File: src/rtl/control_fsm.sv
// control_fsm: multi-cycle instruction sequencer for a small register-file datapath.
// Fetches a 16-bit instruction, decodes it from the instruction register (IR) and
// drives the datapath control strobes for one (ALU: two) execute cycles.
// Optional build macro CTRL_STEP_EN adds a 'step' input that gates FETCH.
//
// Handshake-free control: every control output is a pure decode of the current
// FSM state and IR, so nothing in 'instr' reaches an output in the same cycle.
module control_fsm #(
    parameter int M = 3,   // register address width
    parameter int N = 8,   // datapath width
    parameter int P = 8    // program counter width
) (
    input  logic         clk,
    input  logic         rst,
`ifdef CTRL_STEP_EN
    input  logic         step,
`endif
    output logic [P-1:0] iaddr,
    input  logic [15:0]  instr,
    input  logic         z_flag,
    input  logic         n_flag,
    input  logic         o_flag,
    output logic [N-1:0] din,
    output logic [M-1:0] waddr,
    output logic [M-1:0] ra,
    output logic [M-1:0] rb,
    output logic [2:0]   op,
    output logic         ie,
    output logic         write,
    output logic         reada,
    output logic         readb,
    output logic         en,
    output logic         oe,
    output logic         halted
);

    typedef enum logic [1:0] {
        FETCH = 2'd0,
        EXEC  = 2'd1,
        WB    = 2'd2,
        HALT  = 2'd3
    } state_t;

    // Upper-nibble opcodes; any opcode with bit 3 clear is an ALU operation.
    localparam logic [3:0] OPC_LDI  = 4'b1000;
    localparam logic [3:0] OPC_OUT  = 4'b1001;
    localparam logic [3:0] OPC_BRZ  = 4'b1010;
    localparam logic [3:0] OPC_BRN  = 4'b1011;
    localparam logic [3:0] OPC_BRA  = 4'b1100;
    localparam logic [3:0] OPC_BRO  = 4'b1101;
    localparam logic [3:0] OPC_NOP  = 4'b1110;
    localparam logic [3:0] OPC_HALT = 4'b1111;

    state_t        state;
    state_t        state_next;
    logic [P-1:0]  pc;
    logic [P-1:0]  pc_next;
    logic [15:0]   ir;
    logic          fetch_go;
    logic          branch_taken;

    // Instruction fields, always taken from the latched IR.
    logic [3:0]    ir_opc;
    logic [2:0]    ir_rd;
    logic [2:0]    ir_rs1;
    logic [2:0]    ir_rs2;
    logic [7:0]    ir_imm;
    logic [8:0]    ir_off;
    logic          ir_is_alu;
    logic [P-1:0]  pc_inc;
    logic [P-1:0]  pc_branch;

    assign ir_opc    = ir[15:12];
    assign ir_rd     = ir[11:9];
    assign ir_rs1    = ir[8:6];
    assign ir_rs2    = ir[5:3];
    assign ir_imm    = ir[7:0];
    assign ir_off    = ir[8:0];
    assign ir_is_alu = ~ir_opc[3];

    // Both sums wrap naturally modulo 2^P; the offset is sign-extended (or
    // truncated when P is narrower than the 9-bit field).
    assign pc_inc    = pc + P'(1);
    assign pc_branch = pc + P'($signed(ir_off));

    assign iaddr  = pc;
    assign halted = (state == HALT);

`ifdef CTRL_STEP_EN
    // Single-step mode: FETCH holds until the operator presses step.
    assign fetch_go = step;
`else
    assign fetch_go = 1'b1;
`endif

    // State register; reset aborts any instruction in flight at once.
    always_ff @(posedge clk or negedge rst) begin
        if (!rst) begin
            state <= FETCH;
        end else begin
            state <= state_next;
        end
    end

    // Program counter and instruction register.
    always_ff @(posedge clk or negedge rst) begin
        if (!rst) begin
            pc <= '0;
            ir <= '0;
        end else begin
            pc <= pc_next;
            if (state == FETCH && fetch_go) begin
                ir <= instr;
            end
        end
    end

    // Branch condition, evaluated on the flags present during EXEC.
    always_comb begin
        branch_taken = 1'b0;
        case (ir_opc)
            OPC_BRZ: branch_taken = z_flag;
            OPC_BRN: branch_taken = n_flag;
            OPC_BRO: branch_taken = o_flag;
            OPC_BRA: branch_taken = 1'b1;
            default: branch_taken = 1'b0;
        endcase
    end

    // Next-state logic.
    always_comb begin
        state_next = state;
        case (state)
            FETCH: begin
                if (fetch_go) begin
                    state_next = EXEC;
                end
            end
            EXEC: begin
                if (ir_is_alu) begin
                    state_next = WB;
                end else if (ir_opc == OPC_HALT) begin
                    state_next = HALT;
                end else begin
                    state_next = FETCH;
                end
            end
            WB:      state_next = FETCH;
            HALT:    state_next = HALT;
            default: state_next = FETCH;
        endcase
    end

    // Next program counter: single-cycle instructions retire in EXEC, ALU in WB.
    always_comb begin
        pc_next = pc;
        case (state)
            EXEC: begin
                case (ir_opc)
                    OPC_LDI, OPC_OUT, OPC_NOP: pc_next = pc_inc;
                    OPC_BRZ, OPC_BRN, OPC_BRO, OPC_BRA:
                        pc_next = branch_taken ? pc_branch : pc_inc;
                    default: pc_next = pc;   // ALU waits for WB, HALT freezes pc
                endcase
            end
            WB:      pc_next = pc_inc;
            default: pc_next = pc;
        endcase
    end

    // Datapath control decode from state and IR; everything idles by default.
    always_comb begin
        din   = '0;
        waddr = '0;
        ra    = '0;
        rb    = '0;
        op    = '0;
        ie    = 1'b0;
        write = 1'b0;
        reada = 1'b0;
        readb = 1'b0;
        en    = 1'b0;
        oe    = 1'b0;
        case (state)
            EXEC: begin
                if (ir_is_alu) begin
                    reada = 1'b1;
                    readb = 1'b1;
                    ra    = M'(ir_rs1);
                    rb    = M'(ir_rs2);
                    op    = ir_opc[2:0];
                    en    = 1'b1;
                end else if (ir_opc == OPC_LDI) begin
                    ie    = 1'b1;
                    write = 1'b1;
                    waddr = M'(ir_rd);
                    din   = N'(ir_imm);
                end else if (ir_opc == OPC_OUT) begin
                    reada = 1'b1;
                    ra    = M'(ir_rs1);
                    oe    = 1'b1;
                end
            end
            WB: begin
                // ALU result comes from the datapath, not the immediate path.
                write = 1'b1;
                waddr = M'(ir_rd);
                ie    = 1'b0;
            end
            default: begin
            end
        endcase
    end

endmodule

File: config.mk
export PLATFORM = sky130hd
export DESIGN_NAME = control_fsm
export DESIGN_NICKNAME = d
export VERILOG_FILES = /design/src/rtl/control_fsm.sv
export SDC_FILE = /design/constraint.sdc
export NUM_CORES = 1
export LEC_CHECK = 0
export CELL_PAD_IN_SITES_DETAIL_PLACEMENT = 0
export CELL_PAD_IN_SITES_GLOBAL_PLACEMENT = 2
export CORE_UTILIZATION = 26
export DETAILED_ROUTE_END_ITERATION = 8
export PLACE_DENSITY = 0.82
export SLEW_MARGIN = 20
export SYNTH_ARGS = -nofsm -noshare
export SYNTH_HDL_FRONTEND = slang
export SYNTH_SLANG_ARGS = --single-unit
File: constraint.sdc
create_clock -name clk -period 2.15 [get_ports clk]
set_clock_uncertainty 0.2 [all_clocks]
set_input_delay 0.43 -clock clk [delete_from_list [all_inputs] [get_ports clk]]
set_output_delay 0.43 -clock clk [all_outputs]
set_load 0.05 [all_outputs]
# [Word level (Yosys, flattened, before mapping)]
# Cells that the tools add are included.
[totals] reg_bits=26 input_bits=21 output_inout_bits=35 word_cells=55
[op_classes] add_sub_neg=2 n_eq_ne=12 mux=33 n_reduce_logical=5
[op_table] cell="== test 4 bit, second input constant" n=8
[op_table] cell="2-to-1 mux 8 bit" n=4
[op_table] cell="one-hot mux 8 bit (2 select lines)" n=2
[op_table] cell="2-to-1 mux 3 bit" n=10
[op_table] cell="2-to-1 mux 1 bit" n=11
[op_table] cell="adder 8 x 1 -> 8 bit, second input constant" n=1
[op_table] cell="adder 8 bit" n=1
[op_table] cell="one-hot mux 2 bit (4 select lines)" n=1
[op_table] cell="one-hot mux 3 bit (2 select lines)" n=1
[op_table] cell="== test 2 bit, second input constant" n=2
[op_table] cell="2-to-1 mux 2 bit" n=2
[op_table] cell="one-hot mux 1 bit (4 select lines)" n=1
[op_table] cell="OR reduction 4 bit" n=1
[op_table] cell="!= test 3 x 1 -> 1 bit, second input constant" n=1
[op_table] cell="OR reduction 3 bit" n=1
[op_table] cell="== test 2 x 1 -> 1 bit, second input constant" n=1
[op_table] cell="zero test 2 bit" n=1
[op_table] cell="one-hot mux 1 bit (2 select lines)" n=1
[op_table] cell="AND reduction 2 bit" n=1
[op_table] cell="nonzero test 2 bit" n=1

# [Logic depth before layout (Yosys ltp)]
# Gate-level depths: netlist of run 1.
[logic_depth] ltp_word=5 mapped_depth=8 mapped_depth_nobuf=8

# [Least setup slack after synthesis of run 1]
# Ideal clock, no wire load.
[synth_path] path_type="reg2out" from="register state[1]" to="output ra[0]" arrival_ps=3501 t_required_ps=1520 setup_slack_ps=-1981 path_stages_with_launch=7 n_path_buf=0 cell_sequence="dfrtp_1 > inv_1 > ha_1 > nand2_1 > nor4b_1 > nor2_1 > nor2b_1"
[synth_between] elab_chain_len=2
[synth_rtl] element="from (decl)" line_no="54" source="state_t state;"
[synth_rtl] element="from (signal assigned)" line_no="101" source="state <= state_next;"
[synth_rtl] element="== test 2 x 1 -> 1 bit" line_no="184" source="case (state)"
[synth_rtl] element="2-to-1 mux 3 bit" line_no="184"
[synth_rtl] element="to (decl)" line_no="25" source="output logic [M-1:0] ra,"
# Every way passes these cells.

# [Final worst setup path of run 1]
# Same ends and word-level chain as after synthesis.

==> results of run 1 <==
[stage by stage]
step / setup TNS (ns) / instances / hold slack [ns] / area [sq um] / worst slack [ns]
floorplan: -6.241 / 186 / -0.06559 / 1986 / -0.5440
CTS: -4.792 / 361 / 0.3268 / 3030 / -0.2236
global placement: -0.2529 / 353 / 0.2912 / 2940 / -0.08673
global route: -6.902 / 363 / 0.3423 / 3080 / -0.3355
finish: -4.851 / 363 / 0.3212 / 3080 / -0.2473
detailed placement: -0.3661 / 353 / 0.3045 / 2940 / -0.1057
[cell usage after synthesis, drive strengths merged (2+ instances only)]
master	number	area share, %
dfrtp	26	35
and2	18	6.1
mux2	15	9.1
a21oi	13	4.5
ha	13	8.8
inv	11	2.2
nand2	8	1.6
nor2	8	1.6
buf	6	2.6
nand3	6	2.2
o21ai	6	1.6
mux2i	5	2.7
nor2b	5	1.7
a211oi	4	1.9
a21o	4	1.7
nand2b	4	1.3
nand4	3	1.0
o21a	2	0.81
o21bai	2	0.81
o22a	2	1.0
o22ai	2	0.67
or3	2	0.67
xor2	2	0.94
[sequential cells by signal (all words and copies together), names as in the netlist]
register / count
state: 2
ir: 16
iaddr: 8
[power groups by stage]
stage               Sequential (W)  Combinational (W)  Clock (W)
detailed placement         0.00103            0.00378          0
global route               0.00107            0.00426   0.000330
CTS                        0.00102            0.00386   0.000313
global placement           0.00103            0.00375          0
floorplan                  0.00119            0.00237          0
finish                     0.00103            0.00391   0.000300
[cells by family after synthesis]
| family | count (synthesis) | synth area share [%] |
|---|---|---|
| simple gates | 62 | 20.14 |
| compound gates | 43 | 16.84 |
| flops | 26 | 35.02 |
| mux | 20 | 11.78 |
| buf+inv | 18 | 4.983 |
| fa+ha+maj | 14 | 9.832 |
| xor+xnor | 3 | 1.414 |
[final timing paths]
kind,start,endpoint,depth (start not counted),slack [ns]
worst max-delay path,state[1],ra[0],7,-0.25
worst max register to register,ir[0],iaddr[6],8,0.06
min in group clk,ir[10],ir[10],1,0.32
worst min register to register,ir[10],ir[10],1,0.32
worst min-delay path,rst,state[1],2,0.32
max in group asynchronous,rst,iaddr[4],2,1.12
[per-layer routing]
metal,global-route usage [%],vias up,routed length (um)
li1,-,829,-
met1,17.86,768,2219
met2,23.30,33,2282
met3,3.905,4,287
met4,2.727,0,30
met5,0,-,0
[worst register-to-register path: cells and delay by family (launching register included)]
kind,cells,cell delay [ns]
flip-flops,1,0.43
buffers and inverters,1,0.05
AND/OR/NAND/NOR,1,0.06
adder cells (fa/ha/maj),2,0.39
AO/OA/AOI/OAI,4,0.84
[area by class of cell]
type                    count  area [sq um]
well taps                  96         120.1
fillers                   655          3751
multi-input cells         142          1271
clock buffers               4         45.04
inverters                  11         48.80
flip-flops and latches     26         656.9
repair buffers             84         938.4
[what timing repair did]
item / CTS / global route
setup endpoints to repair: 26 / 30
hold buffers: 0 / 0
setup buffers: 5 / 3
pin swaps: 1 / 5
gates resized for setup: 5 / 12
==> results.sh, run 1 <==
export IMPL_final_util_pct=45.09
export IMPL_initial_utilization_pct=27.20
export IMPL_synthCells=186
export IMPL_finalMaxSlewViolations=0
export IMPL_io_pins=56
export IMPL_nets=303
export IMPL_routed_wirelength_mm=4.820
export IMPL_die_w_um=86.54
export IMPL_area_delta_synth_final_pct=65.79
export IMPL_async_reset_ff_share_pct=100.0
export IMPL_powerDensity_nw_per_um2=1701
export IMPL_min_period_ns=2.397
export IMPL_gr_total_overflow=0
export IMPL_ys_flop_type="dfrtp_1"
export IMPL_ys_seq_area_share_pct=35.02
export IMPL_grt_pass1_wl_mm=8.135
export IMPL_synth_cell_types=51
export IMPL_violations="setup timing"
export IMPL_p_comb_share_pct=74.7
export IMPL_antenna_found_initial=0
export IMPL_synth_area_sq_um=1858
export IMPL_finalSetupViolations=26
export IMPL_htreeDepth=1
export IMPL_critPathSlowestCell="dfrtp_1"
export IMPL_final_common_cell="buf_4"
export IMPL_rows=30
export IMPL_clk_pin_slew_ns=0.10
export IMPL_peakVddDrop_mv=1.010
export IMPL_cp_arrival_ns=1.77
export IMPL_cts_buffers=3
export IMPL_drive_gt1_share_pct=50.19
export IMPL_worstPathMaxFanout=4
export IMPL_grt_total_usage_pct=13.87
export IMPL_synth_edff_count=0
export IMPL_layout_common_cells="buf_4, dfrtp_1, clkdlybuf4s50_1, buf_12, mux2_2"
export IMPL_relSlewSlack_pct=74.36
export IMPL_insertion_delay_ns=0.28
export IMPL_critPathBufInv=2
export IMPL_end_kind="output pin"
export IMPL_routedWlPerCell_um=13.28
export IMPL_die_h_um=86.54
export IMPL_first_iter_violations=46
export IMPL_cp_data_required_time_ns=1.52
export IMPL_drc_errors=0
export IMPL_sw_frac_of_total_pct=47.90
export IMPL_gp_congestion=0.7264
export IMPL_hold_path_class="in2async"
export IMPL_pwr_share_clk_pct=5.7
export IMPL_root_buffer="clkbuf_8"
export IMPL_avgViaCountPerCell=4.501
export IMPL_die_area_sq_um=7488
export IMPL_outcome="finished with violations"
export IMPL_first_pass_iters=4
export IMPL_ant_nets=0
export IMPL_cpPeakStageDelay_ns=0.40
export IMPL_cts_buffer_depth=2
export IMPL_internal_power_w=0.002730
export IMPL_fmax_mhz=417.1
export IMPL_ys_ff_latch=26
export IMPL_tritoncts="built"
export IMPL_io_buffers=55
export IMPL_worst_slew_pin_slew_ns=0.3846
export IMPL_maxCapViolations=0
export IMPL_p_leak_nw=1.307
export IMPL_switchingPower_w=0.002510
export IMPL_path_class="reg2out"
export IMPL_hpwl_mm=3.766
export IMPL_grt_pass1_vias=1757
export IMPL_diodes=0
export IMPL_fin_crit_sh_pct=111.5
export IMPL_crit_chain="inv_2 > ha_4 > nand2_4 > nor4b_4 > nor2_4 > nor2b_4 > buf_12"
export IMPL_hold_viol=0
export IMPL_clock_sinks=26
export IMPL_ys_warnings_count=0
export IMPL_power_frac_seq_pct=19.6
export IMPL_rsz0062_at_grt="true"
export IMPL_startpoint_type="register"
export IMPL_vias=1634
export IMPL_avgSynthCellArea_sq_um=9.989
export IMPL_setup_ws_ns=-0.2473
export IMPL_cp_top_family="simple AND/OR/NAND/NOR gates"
export IMPL_grt_start_max_net_pins=27
export IMPL_fin_total_pwr_w=0.005239
export IMPL_synth_fp_nets=221
export IMPL_core_sq_um=6832
(Power assumes the default switching activity.)
==> run 2: changes to the inputs <==
--- a/config.mk
+++ b/config.mk
@@ -10,6 +10,7 @@
 export CORE_UTILIZATION = 26
 export DETAILED_ROUTE_END_ITERATION = 8
 export PLACE_DENSITY = 0.82
+export SKIP_LAST_GASP = 1
 export SLEW_MARGIN = 20
 export SYNTH_ARGS = -nofsm -noshare
 export SYNTH_HDL_FRONTEND = slang
==> run 2 against run 1 <==
  * The flow still finishes with violations (setup timing)
  * Sequential power hardly changed
  * Maximum frequency is 0.20% higher
  * First-iteration DRC count grew 13%
  * Flip-flop and latch count did not move
  * Utilization decreased by 0.15 points
  * Critical path type unchanged
  * Highest routed layer unchanged
==> results.sh, run 2 (synthesis gave the netlist of run 1 again) <==
export IMPL_vias=1635
export IMPL_clock_sinks=26
export IMPL_min_period_ns=2.393
export IMPL_insertion_delay_ns=0.28
export IMPL_die_w_um=86.54
export IMPL_clk_pin_slew_ns=0.10
export IMPL_end_kind="output pin"
export IMPL_worst_slew_pin_slew_ns=0.3854
export IMPL_maxCapViolations=0
export IMPL_peakVddDrop_mv=1.010
export IMPL_cp_arrival_ns=1.76
export IMPL_switchingPower_w=0.002505
export IMPL_violations="setup timing"
export IMPL_rsz0062_at_grt="true"
export IMPL_layout_common_cells="buf_4, dfrtp_1, clkdlybuf4s50_1, buf_12, mux2_2"
export IMPL_internal_power_w=0.002722
export IMPL_outcome="finished with violations"
export IMPL_ant_nets=0
export IMPL_critPathSlowestCell="dfrtp_1"
export IMPL_diodes=0
export IMPL_grt_pass1_vias=1757
export IMPL_htreeDepth=1
export IMPL_crit_cells=7
export IMPL_io_buffers=55
export IMPL_tritoncts="built"
export IMPL_grt_total_usage_pct=13.85
export IMPL_startpoint_type="register"
export IMPL_relSlewSlack_pct=74.31
export IMPL_path_class="reg2out"
export IMPL_final_common_cell="buf_4"
export IMPL_drc_errors=0
export IMPL_fmax_mhz=417.9
export IMPL_gp_congestion=0.7264
export IMPL_drive_gt1_share_pct=50.19
export IMPL_grt_pass1_wl_mm=8.121
export IMPL_cp_data_required_time_ns=1.52
export IMPL_critPathBufInv=2
export IMPL_hold_path_class="in2async"
export IMPL_cpPeakStageDelay_ns=0.40
export IMPL_p_comb_share_pct=74.7
export IMPL_grt_start_max_net_pins=27
export IMPL_routedWlPerCell_um=13.26
export IMPL_setup_ws_ns=-0.2427
export IMPL_first_pass_iters=4
export IMPL_root_buffer="clkbuf_8"
export IMPL_pwr_share_clk_pct=5.7
export IMPL_hold_viol=0
export IMPL_gr_total_overflow=0
export IMPL_rows=30
export IMPL_powerDensity_nw_per_um2=1702
export IMPL_nets=303
export IMPL_finalSetupViolations=26
export IMPL_ff2ff_path_depth=8
export IMPL_antenna_found_initial=0
export IMPL_hpwl_mm=3.766
export IMPL_finalMaxSlewViolations=0
export IMPL_worstPathMaxFanout=4
export IMPL_sw_frac_of_total_pct=47.92
export IMPL_avgViaCountPerCell=4.504
export IMPL_core_sq_um=6832
export IMPL_fin_setup_tns_ns=-4.776
export IMPL_io_pins=56
export IMPL_cts_buffers=3
export IMPL_die_area_sq_um=7488
export IMPL_largest_reg_flops=16
export IMPL_first_iter_violations=52
export IMPL_holdWs_ns=0.3213
export IMPL_worst_r2r_setup_slack_ns=0.06
export IMPL_routed_wirelength_mm=4.815
export IMPL_die_h_um=86.54
export IMPL_power_frac_seq_pct=19.5
export IMPL_area_delta_synth_final_pct=65.25
export IMPL_cts_buffer_depth=2
export IMPL_cp_top_family="simple AND/OR/NAND/NOR gates"
export IMPL_p_leak_nw=1.303
export IMPL_initial_utilization_pct=27.20
export IMPL_crit_chain="inv_2 > ha_4 > nand2_4 > nor4b_4 > nor2_4 > nor2b_4 > buf_12"
export IMPL_regMostFlops="ir"
export IMPL_fin_crit_sh_pct=111.3
-- run 2: cell count changes in the layout (fill, tap and decap cells not counted) --
cell,before,now
and2_2,6,14
and2_4,11,3
-- run 2: worst paths after layout --
path	startpoint	endpoint
setup / recovery	state[1]	ra[0]
hold reg to reg	ir[10]	ir[10]
hold / removal	rst	ir[14]
setup reg to reg	ir[0]	iaddr[6]
min in group clk	ir[10]	ir[10]
max in group asynchronous	rst	iaddr[4]
-- run 2: through the flow --
step | util, % | cell area [sq um] | worst slack [ns] | power, W | cells
floorplan | - | 1986 | -0.5440 | 0.003552 | 186
finish | 44.95 | 3070 | -0.2427 | 0.005227 | 363
global placement | 43.04 | 2940 | -0.08673 | 0.004783 | 353
CTS | 44.32 | 3028 | -0.2295 | 0.005185 | 361
global route | 44.95 | 3070 | -0.3355 | 0.005644 | 363
detailed placement | 43.04 | 2940 | -0.1057 | 0.004818 | 353
-- run 2: layout make-up --
cell class	count	area (sq um)
Fill cell	654	3761
Sequential cell	26	656.9
Timing Repair Buffer	84	938.4
Inverter	11	48.80
Tap cell	96	120.1
Multi-Input combinational cell	142	1261
Clock buffer	4	45.04
-- run 2: power groups by stage --
stage | clock network (W) | logic, W | registers [W]
2_1_floorplan | 0 | 0.00237 | 0.00119
4_1_cts | 0.000313 | 0.00385 | 0.00102
5_1_grt | 0.000330 | 0.00425 | 0.00107
3_5_place_dp | 0 | 0.00378 | 0.00103
3_3_place_gp | 0 | 0.00375 | 0.00103
6_report | 0.000300 | 0.00391 | 0.00102
-- run 2: layer usage --
metal,GRT usage (%),wire (um),vias to the layer above
met5,0,0,-
li1,-,-,831
met2,23.30,2280,33
met4,2.727,30,0
met3,3.905,287,4
met1,17.80,2216,767
-- run 2: repair_timing --
item | 4_1_cts | 5_1_grt
setup endpoints to repair | 26 | 30
setup buffers | 5 | 3
gates cloned | 0 | 0
pin swaps | 1 | 4
resized for setup | 3 | 6
hold buffers | 0 | 0
==> run 3: changes to the inputs <==
--- a/config.mk
+++ b/config.mk
@@ -5,6 +5,7 @@
 export SDC_FILE = /design/constraint.sdc
 export NUM_CORES = 1
 export LEC_CHECK = 0
+export CAP_MARGIN = 20
 export CELL_PAD_IN_SITES_DETAIL_PLACEMENT = 0
 export CELL_PAD_IN_SITES_GLOBAL_PLACEMENT = 2
 export CORE_UTILIZATION = 26
==> results of run 3 <==
The final DEF is identical to that of run 2; final timing and power are the same.
